**src/rtl/decoder_pkg.sv**
```systemverilog
// Shared types and helpers for the streaming one-hot decoder.
package decoder_pkg;

    typedef enum logic [1:0] {
        IDLE = 2'd0,
        EMIT = 2'd1,
        GAP  = 2'd2
    } scan_state_t;

    localparam int DEC_IN_W = 3;

    function automatic logic [2**DEC_IN_W-1:0] onehot_of(input logic [DEC_IN_W-1:0] code);
        onehot_of       = '0;
        onehot_of[code] = 1'b1;
    endfunction

endpackage

```
**src/rtl/onehot_decoder_stream_if.sv**
```systemverilog
// Input/output handshake bundle of the one-hot decoder; slave is the decoder side.
interface onehot_decoder_stream_if
    import decoder_pkg::*;
#(
    parameter int IN_W = DEC_IN_W
);
    localparam int OUT_W = 2**IN_W;

    logic             in_valid;
    logic             in_ready;
    logic [IN_W-1:0]  in_code;
    logic             in_en;
    logic             out_valid;
    logic             out_ready;
    logic [OUT_W-1:0] out_onehot;
    logic [IN_W-1:0]  out_code;

    modport slave (
        input  in_valid, in_code, in_en, out_ready,
        output in_ready, out_valid, out_onehot, out_code
    );

    modport master (
        output in_valid, in_code, in_en, out_ready,
        input  in_ready, out_valid, out_onehot, out_code
    );
endinterface

```
**src/rtl/onehot_dec.sv**
```systemverilog
// Combinational binary-to-one-hot decoder; en=0 forces an all-zero word.
module onehot_dec #(
    parameter int IN_W = 3
) (
    input  logic [IN_W-1:0]     code,
    input  logic                en,
    output logic [2**IN_W-1:0]  onehot
);
    genvar gi;
    generate
        for (gi = 0; gi < 2**IN_W; gi++) begin : g_bit
            assign onehot[gi] = en && (code == IN_W'(gi));
        end
    endgenerate
endmodule

```
**src/rtl/onehot_decoder_stream.sv**
```systemverilog
// Streaming N-to-2^N one-hot decoder with a single registered output stage.
// Define DEC_SCAN_EN to build the self-test scan engine that walks every code.
module onehot_decoder_stream
    import decoder_pkg::*;
#(
    parameter int IN_W     = DEC_IN_W,
    parameter int SCAN_GAP = 0
) (
    input  logic                   clk,
    input  logic                   rst,
    onehot_decoder_stream_if.slave bus,
    input  logic                   scan_start,
    output logic                   scan_busy
);
    localparam int OUT_W = 2**IN_W;

    logic             out_valid_reg;
    logic [OUT_W-1:0] out_onehot_reg;
    logic [IN_W-1:0]  out_code_reg;

    logic             in_ready;
    logic             in_fire;
    logic             out_fire;
    logic             load_beat;
    logic             scan_load;
    logic             use_scan;
    logic [IN_W-1:0]  scan_code;
    logic [IN_W-1:0]  dec_code;
    logic             dec_en;
    logic [OUT_W-1:0] dec_onehot;

    assign out_fire  = out_valid_reg && bus.out_ready;
    assign in_fire   = bus.in_valid && in_ready;
    assign load_beat = in_fire || scan_load;

    // One decoder serves both sources; scan beats always decode enabled.
    assign dec_code = use_scan ? scan_code : bus.in_code;
    assign dec_en   = use_scan || bus.in_en;

    onehot_dec #(.IN_W(IN_W)) u_dec (
        .code   (dec_code),
        .en     (dec_en),
        .onehot (dec_onehot)
    );

`ifdef DEC_SCAN_EN
    scan_state_t     state_reg;
    logic [IN_W-1:0] counter_reg;
    logic [7:0]      gap_reg;
    logic            scan_go;
    logic            last_beat;
    logic            gap_done;

    assign scan_go   = (state_reg == IDLE) && scan_start && (!out_valid_reg || bus.out_ready);
    assign last_beat = counter_reg == {IN_W{1'b1}};
    assign gap_done  = gap_reg == 8'(SCAN_GAP - 1);
    assign in_ready  = !rst && (state_reg == IDLE) && !scan_start && (!out_valid_reg || bus.out_ready);
    assign scan_busy = state_reg != IDLE;
    assign use_scan  = scan_go || (state_reg != IDLE);

    // scan_code is the code of the beat that would be loaded this cycle.
    always_comb begin
        scan_load = 1'b0;
        scan_code = counter_reg;
        case (state_reg)
            IDLE: begin
                scan_load = scan_go;
                scan_code = '0;
            end
            EMIT: begin
                scan_load = out_fire && !last_beat && (SCAN_GAP == 0);
                scan_code = counter_reg + 1'b1;
            end
            GAP: scan_load = gap_done;
            default: ;
        endcase
    end

    always_ff @(posedge clk or posedge rst) begin
        if (rst) begin
            state_reg   <= IDLE;
            counter_reg <= '0;
            gap_reg     <= '0;
        end else begin
            case (state_reg)
                IDLE: begin
                    if (scan_go) begin
                        state_reg   <= EMIT;
                        counter_reg <= '0;
                    end
                end
                EMIT: begin
                    if (out_fire) begin
                        if (last_beat) begin
                            state_reg <= IDLE;
                        end else begin
                            counter_reg <= counter_reg + 1'b1;
                            if (SCAN_GAP > 0) begin
                                state_reg <= GAP;
                                gap_reg   <= '0;
                            end
                        end
                    end
                end
                GAP: begin
                    if (gap_done) state_reg <= EMIT;
                    else          gap_reg   <= gap_reg + 8'd1;
                end
                default: state_reg <= IDLE;
            endcase
        end
    end
`else
    logic unused_scan;

    assign in_ready    = !rst && (!out_valid_reg || bus.out_ready);
    assign scan_busy   = 1'b0;
    assign scan_load   = 1'b0;
    assign use_scan    = 1'b0;
    assign scan_code   = '0;
    assign unused_scan = scan_start | (SCAN_GAP != 0);
`endif

    // A beat that leaves without a replacement clears the register to zero.
    always_ff @(posedge clk or posedge rst) begin
        if (rst) begin
            out_valid_reg  <= 1'b0;
            out_onehot_reg <= '0;
            out_code_reg   <= '0;
        end else if (load_beat) begin
            out_valid_reg  <= 1'b1;
            out_onehot_reg <= dec_onehot;
            out_code_reg   <= dec_code;
        end else if (out_fire) begin
            out_valid_reg  <= 1'b0;
            out_onehot_reg <= '0;
            out_code_reg   <= '0;
        end
    end

    assign bus.in_ready   = in_ready;
    assign bus.out_valid  = out_valid_reg;
    assign bus.out_onehot = out_onehot_reg;
    assign bus.out_code   = out_code_reg;

endmodule

```
**src/flat_wrapper.sv**
```systemverilog
// flat-port wrapper written by rule: the top's interface ports become plain ports
module onehot_decoder_stream_flat import decoder_pkg::*;
#(
    parameter int IN_W     = DEC_IN_W,
    parameter int SCAN_GAP = 0
)
  (clk, rst, scan_start, scan_busy, bus_in_valid, bus_in_code, bus_in_en, bus_out_ready, bus_in_ready, bus_out_valid, bus_out_onehot, bus_out_code);
  onehot_decoder_stream_if #(.IN_W(IN_W)) bus_i ();
  input  logic clk;
  input  logic rst;
  input  logic scan_start;
  output logic scan_busy;
  input wire logic [$bits(bus_i.in_valid)-1:0] bus_in_valid;
  input wire logic [$bits(bus_i.in_code)-1:0] bus_in_code;
  input wire logic [$bits(bus_i.in_en)-1:0] bus_in_en;
  input wire logic [$bits(bus_i.out_ready)-1:0] bus_out_ready;
  output wire logic [$bits(bus_i.in_ready)-1:0] bus_in_ready;
  output wire logic [$bits(bus_i.out_valid)-1:0] bus_out_valid;
  output wire logic [$bits(bus_i.out_onehot)-1:0] bus_out_onehot;
  output wire logic [$bits(bus_i.out_code)-1:0] bus_out_code;
  assign bus_i.in_valid = bus_in_valid;
  assign bus_i.in_code = bus_in_code;
  assign bus_i.in_en = bus_in_en;
  assign bus_i.out_ready = bus_out_ready;
  assign bus_in_ready = bus_i.in_ready;
  assign bus_out_valid = bus_i.out_valid;
  assign bus_out_onehot = bus_i.out_onehot;
  assign bus_out_code = bus_i.out_code;
  onehot_decoder_stream #(.IN_W(IN_W), .SCAN_GAP(SCAN_GAP)) u_core (.clk(clk), .rst(rst), .bus(bus_i), .scan_start(scan_start), .scan_busy(scan_busy));
endmodule
```
**config.mk**
```make
export PLATFORM = sky130hd
export DESIGN_NAME = onehot_decoder_stream_flat
export DESIGN_NICKNAME = d
export VERILOG_FILES = /design/src/rtl/decoder_pkg.sv /design/src/rtl/onehot_decoder_stream_if.sv /design/src/rtl/onehot_dec.sv /design/src/rtl/onehot_decoder_stream.sv /design/src/flat_wrapper.sv
export SDC_FILE = /design/constraint.sdc
export NUM_CORES = 1
export LEC_CHECK = 0
export ABC_AREA = 1
export CAP_MARGIN = 20
export CORE_MARGIN = 1.5
export CORE_UTILIZATION = 37
export CTS_CLUSTER_DIAMETER = 50
export CTS_CLUSTER_SIZE = 10
export DETAILED_ROUTE_END_ITERATION = 10
export PLACE_DENSITY_LB_ADDON = 0.15
export SYNTH_ARGS = -nofsm -noshare
export SYNTH_HDL_FRONTEND = slang
export SYNTH_HIERARCHICAL = 1
export SYNTH_SLANG_ARGS = --single-unit
```
**constraint.sdc**
```tcl
create_clock -name clk -period 0.9 [get_ports clk]
set_clock_uncertainty 0.05 [all_clocks]
set_input_delay 0.18 -clock clk [delete_from_list [all_inputs] [get_ports clk]]
set_output_delay 0.18 -clock clk [all_outputs]
set_load 0.005 [all_outputs]
```
==> metrics.md <==
| Metric | Value |
|---|---|
| Number of global-route vias before repair | 635 |
| Crit path required time | 0.67 ns |
| Crit end category | primary output |
| Final setup fails | 25 |
| Tot Pwr | 1.281 mW |
| Pwr/cell area | 1306 nW/um2 |
| Cells after synthesis | 75 |
| Rows | 14 |
| Worst VDD drop | 0.9296 mV |
| Detailed Route WL | 1.615 mm |
| Final Hold Viols | 0 |
| Top post-synthesis cells by count | nand3_1 (21), nand2_1 (20), dfrtp_1 (12) |
| PortBufs | 20 |
| Drt pass-1 iters | 4 |
| RSZ-0062 raised after global routing | true |
| Clk_lat worst skew | 0.26 ns |
| Critical path type | primary input to primary output |
| Seq/Total Area, Yosys | 49.69% |
| Clock Pin Slew Worst Setup and Hold Paths | 0.07 ns |
| Fin crit period | 1.270 ns |
| FFs w/ async S/R, synth | 100.0% |
| Hold_ws | 0.1538 ns |
| Vias/cell | 4.741 |
| Boundary Pins | 23 |
| Min-delay worst type | primary input to asynchronous set/reset pin |
| Final setup margin | -0.3697 ns |
| CTS root buffer | clkbuf_4 |
| GRT Total Usage | 19.67% |
| NumNets Final | 130 |
| Antenna violations before repair | 0 |
| Synth Register Bits | 12 |
| TritonCTS Buffers | 3 |
| Via count | 640 |
| Synth Cell Area | 604.3 um2 |
| Core area | 1524 um2 |
| Library cells used by synthesis | 11 |
| First-pass GRT wire length | 2.684 mm |
| Initial Util | 39.66% |
| Max reg flops | 8 |
| Die Y | 43.42 um |
| Synth Net Count | 84 |
| Largest net degree at the start of global routing | 13 |
| Placed standard-cell area | 875.8 um2 |
| Status | finished with violations |
| CP Max Fanout | 2 |
| Synth area leader | dfrtp_1 |
| Clock sink total | 12 |
| Pins Over Slew Limit | 0 |
| DRT iter0 DRCs | 10 |
| Yosys top cell area share | 49.69% |
| Antenna diodes | 0 |
| Crit path launch type | primary input |
| Synth area leaders | dfrtp_1 (50%), nand3_1 (17%), nand2_1 (12%) |
| CTS Buffer Depth | 2 |
| Maximum clock rate | 787.6 MHz |
| Die W | 43.42 um |
| Layout cells sized above 1 | 40.34% |
| Count leader, synth | nand3_1 |
| DR WL/cell | 11.96 um |
| DIE AREA | 1885 um2 |
| Top_reg_cell synth | dfrtp_1 |
| Failing checks | negative setup slack |
| CTS tree | yes |
| Yosys warning count | 6 |
| Area grow syn2layout | 62.32% |
| Post-Layout Inst Area | 980.9 um2 |
| Number of flops mapped to enable cells by yosys | 0 |
| Leakage | 0.5670 nW |
| Data arrival, critical path | 1.04 ns |
| Detail Placement HPWL | 1.033 mm |
| Final ANT Viol Nets | 0 |
| Max_cap viols | 0 |
| Fin crit share | 141.1% |
| Pre-CTS setup slack | -0.7453 ns |
| TNS Setup | -5.141 ns |
| GPL Wtd Cong | 0.8729 |
| Average size of a mapped cell | 8.058 um2 |
| DRC Markers | 0 |
| Global route overflow | 0 |
| CTS H-tree depth | 1 |
[critical path: stages]
cell             delay, ns
clkdlybuf4s50_1       0.49
inv_2                 0.08
a21oi_4               0.16
buf_2                 0.13
[final timing paths]
check / to / slack (ns) / depth (start not counted) / start
setup / recovery: bus_in_ready / -0.37 / 4 / bus_out_ready
hold / removal: u_core/bus.out_code[1]$_DFFE_PP0P_ / 0.15 / 3 / rst
setup reg to reg: u_core/bus.out_onehot[5]$_DFFE_PP0P_ / -0.33 / 7 / u_core/bus.out_valid$_DFFE_PP0P_
hold reg to reg: u_core/bus.out_onehot[0]$_DFFE_PP0P_ / 0.45 / 2 / u_core/bus.out_onehot[0]$_DFFE_PP0P_
max in group asynchronous: u_core/bus.out_valid$_DFFE_PP0P_ / 0.49 / 3 / rst
min in group clk: u_core/bus.out_onehot[0]$_DFFE_PP0P_ / 0.45 / 2 / u_core/bus.out_onehot[0]$_DFFE_PP0P_
[cells by family (layout without fill, tap and decap cells)]
kind of cell / count (synthesis) / in the layout / synth area share (%)
AND/OR/NAND/NOR: 51 / 52 / 38.10
flip-flops: 12 / 12 / 49.69
buffers and inverters: 10 / 53 / 10.14
other: 1 / 1 / 0.6205
AO/OA/AOI/OAI: 1 / 1 / 1.450
[per-stage QoR]
step,instances,utilization [%]
detailed placement,118,57.47
global placement,118,57.47
global route,135,64.37
floorplan,75,-
finish,135,64.37
CTS,129,61.17
[power by group]
group / switching [mW] / total (mW) / internal, mW
Clock: 0.173 / 0.328 / 0.155
Sequential: 0.0167 / 0.591 / 0.574
Combinational: 0.165 / 0.362 / 0.197
Total: 0.355 / 1.28 / 0.926
[timing repair]
action                                  4_1_cts  5_1_grt
hold buffers                                  0        0
endpoints found under the setup margin       25       25
endpoints found under the hold margin         0        0
setup buffers                                 6        6
pin swaps                                     2        3
cloned                                        2        0
gates resized for setup                      61        1
[cell type report]
class,instances,area (um2)
inverters,5,22.52
multi-input cells,54,282.8
clock buffers,3,22.52
fillers,130,543.0
flip-flops and latches,12,300.3
repair buffers,45,332.8
well taps,16,20.02
[metal layers]
layer  wire length [um]  share of wire, %  global-route usage (%)  vias to the layer above
met5                  0                 0                       0                        -
li1                   -                 -                       -                      331
met4                 15              0.93                   12.73                        0
met1                676                42                   23.26                      285
met2                834                52                   33.43                       22
met3                 88               5.4                   2.500                        2
[cells in the final DEF, fill, tap and decap left out, drive strengths merged]
master / instances
a21oi: 1
inv: 4
clkinvlp: 1
buf: 38
dlygate4sd2: 1
nor2: 8
nand3: 24
clkdlybuf4s50: 6
dfrtp: 12
nand2: 20
clkbuf: 3
conb: 1
(Power assumes the default switching activity.)
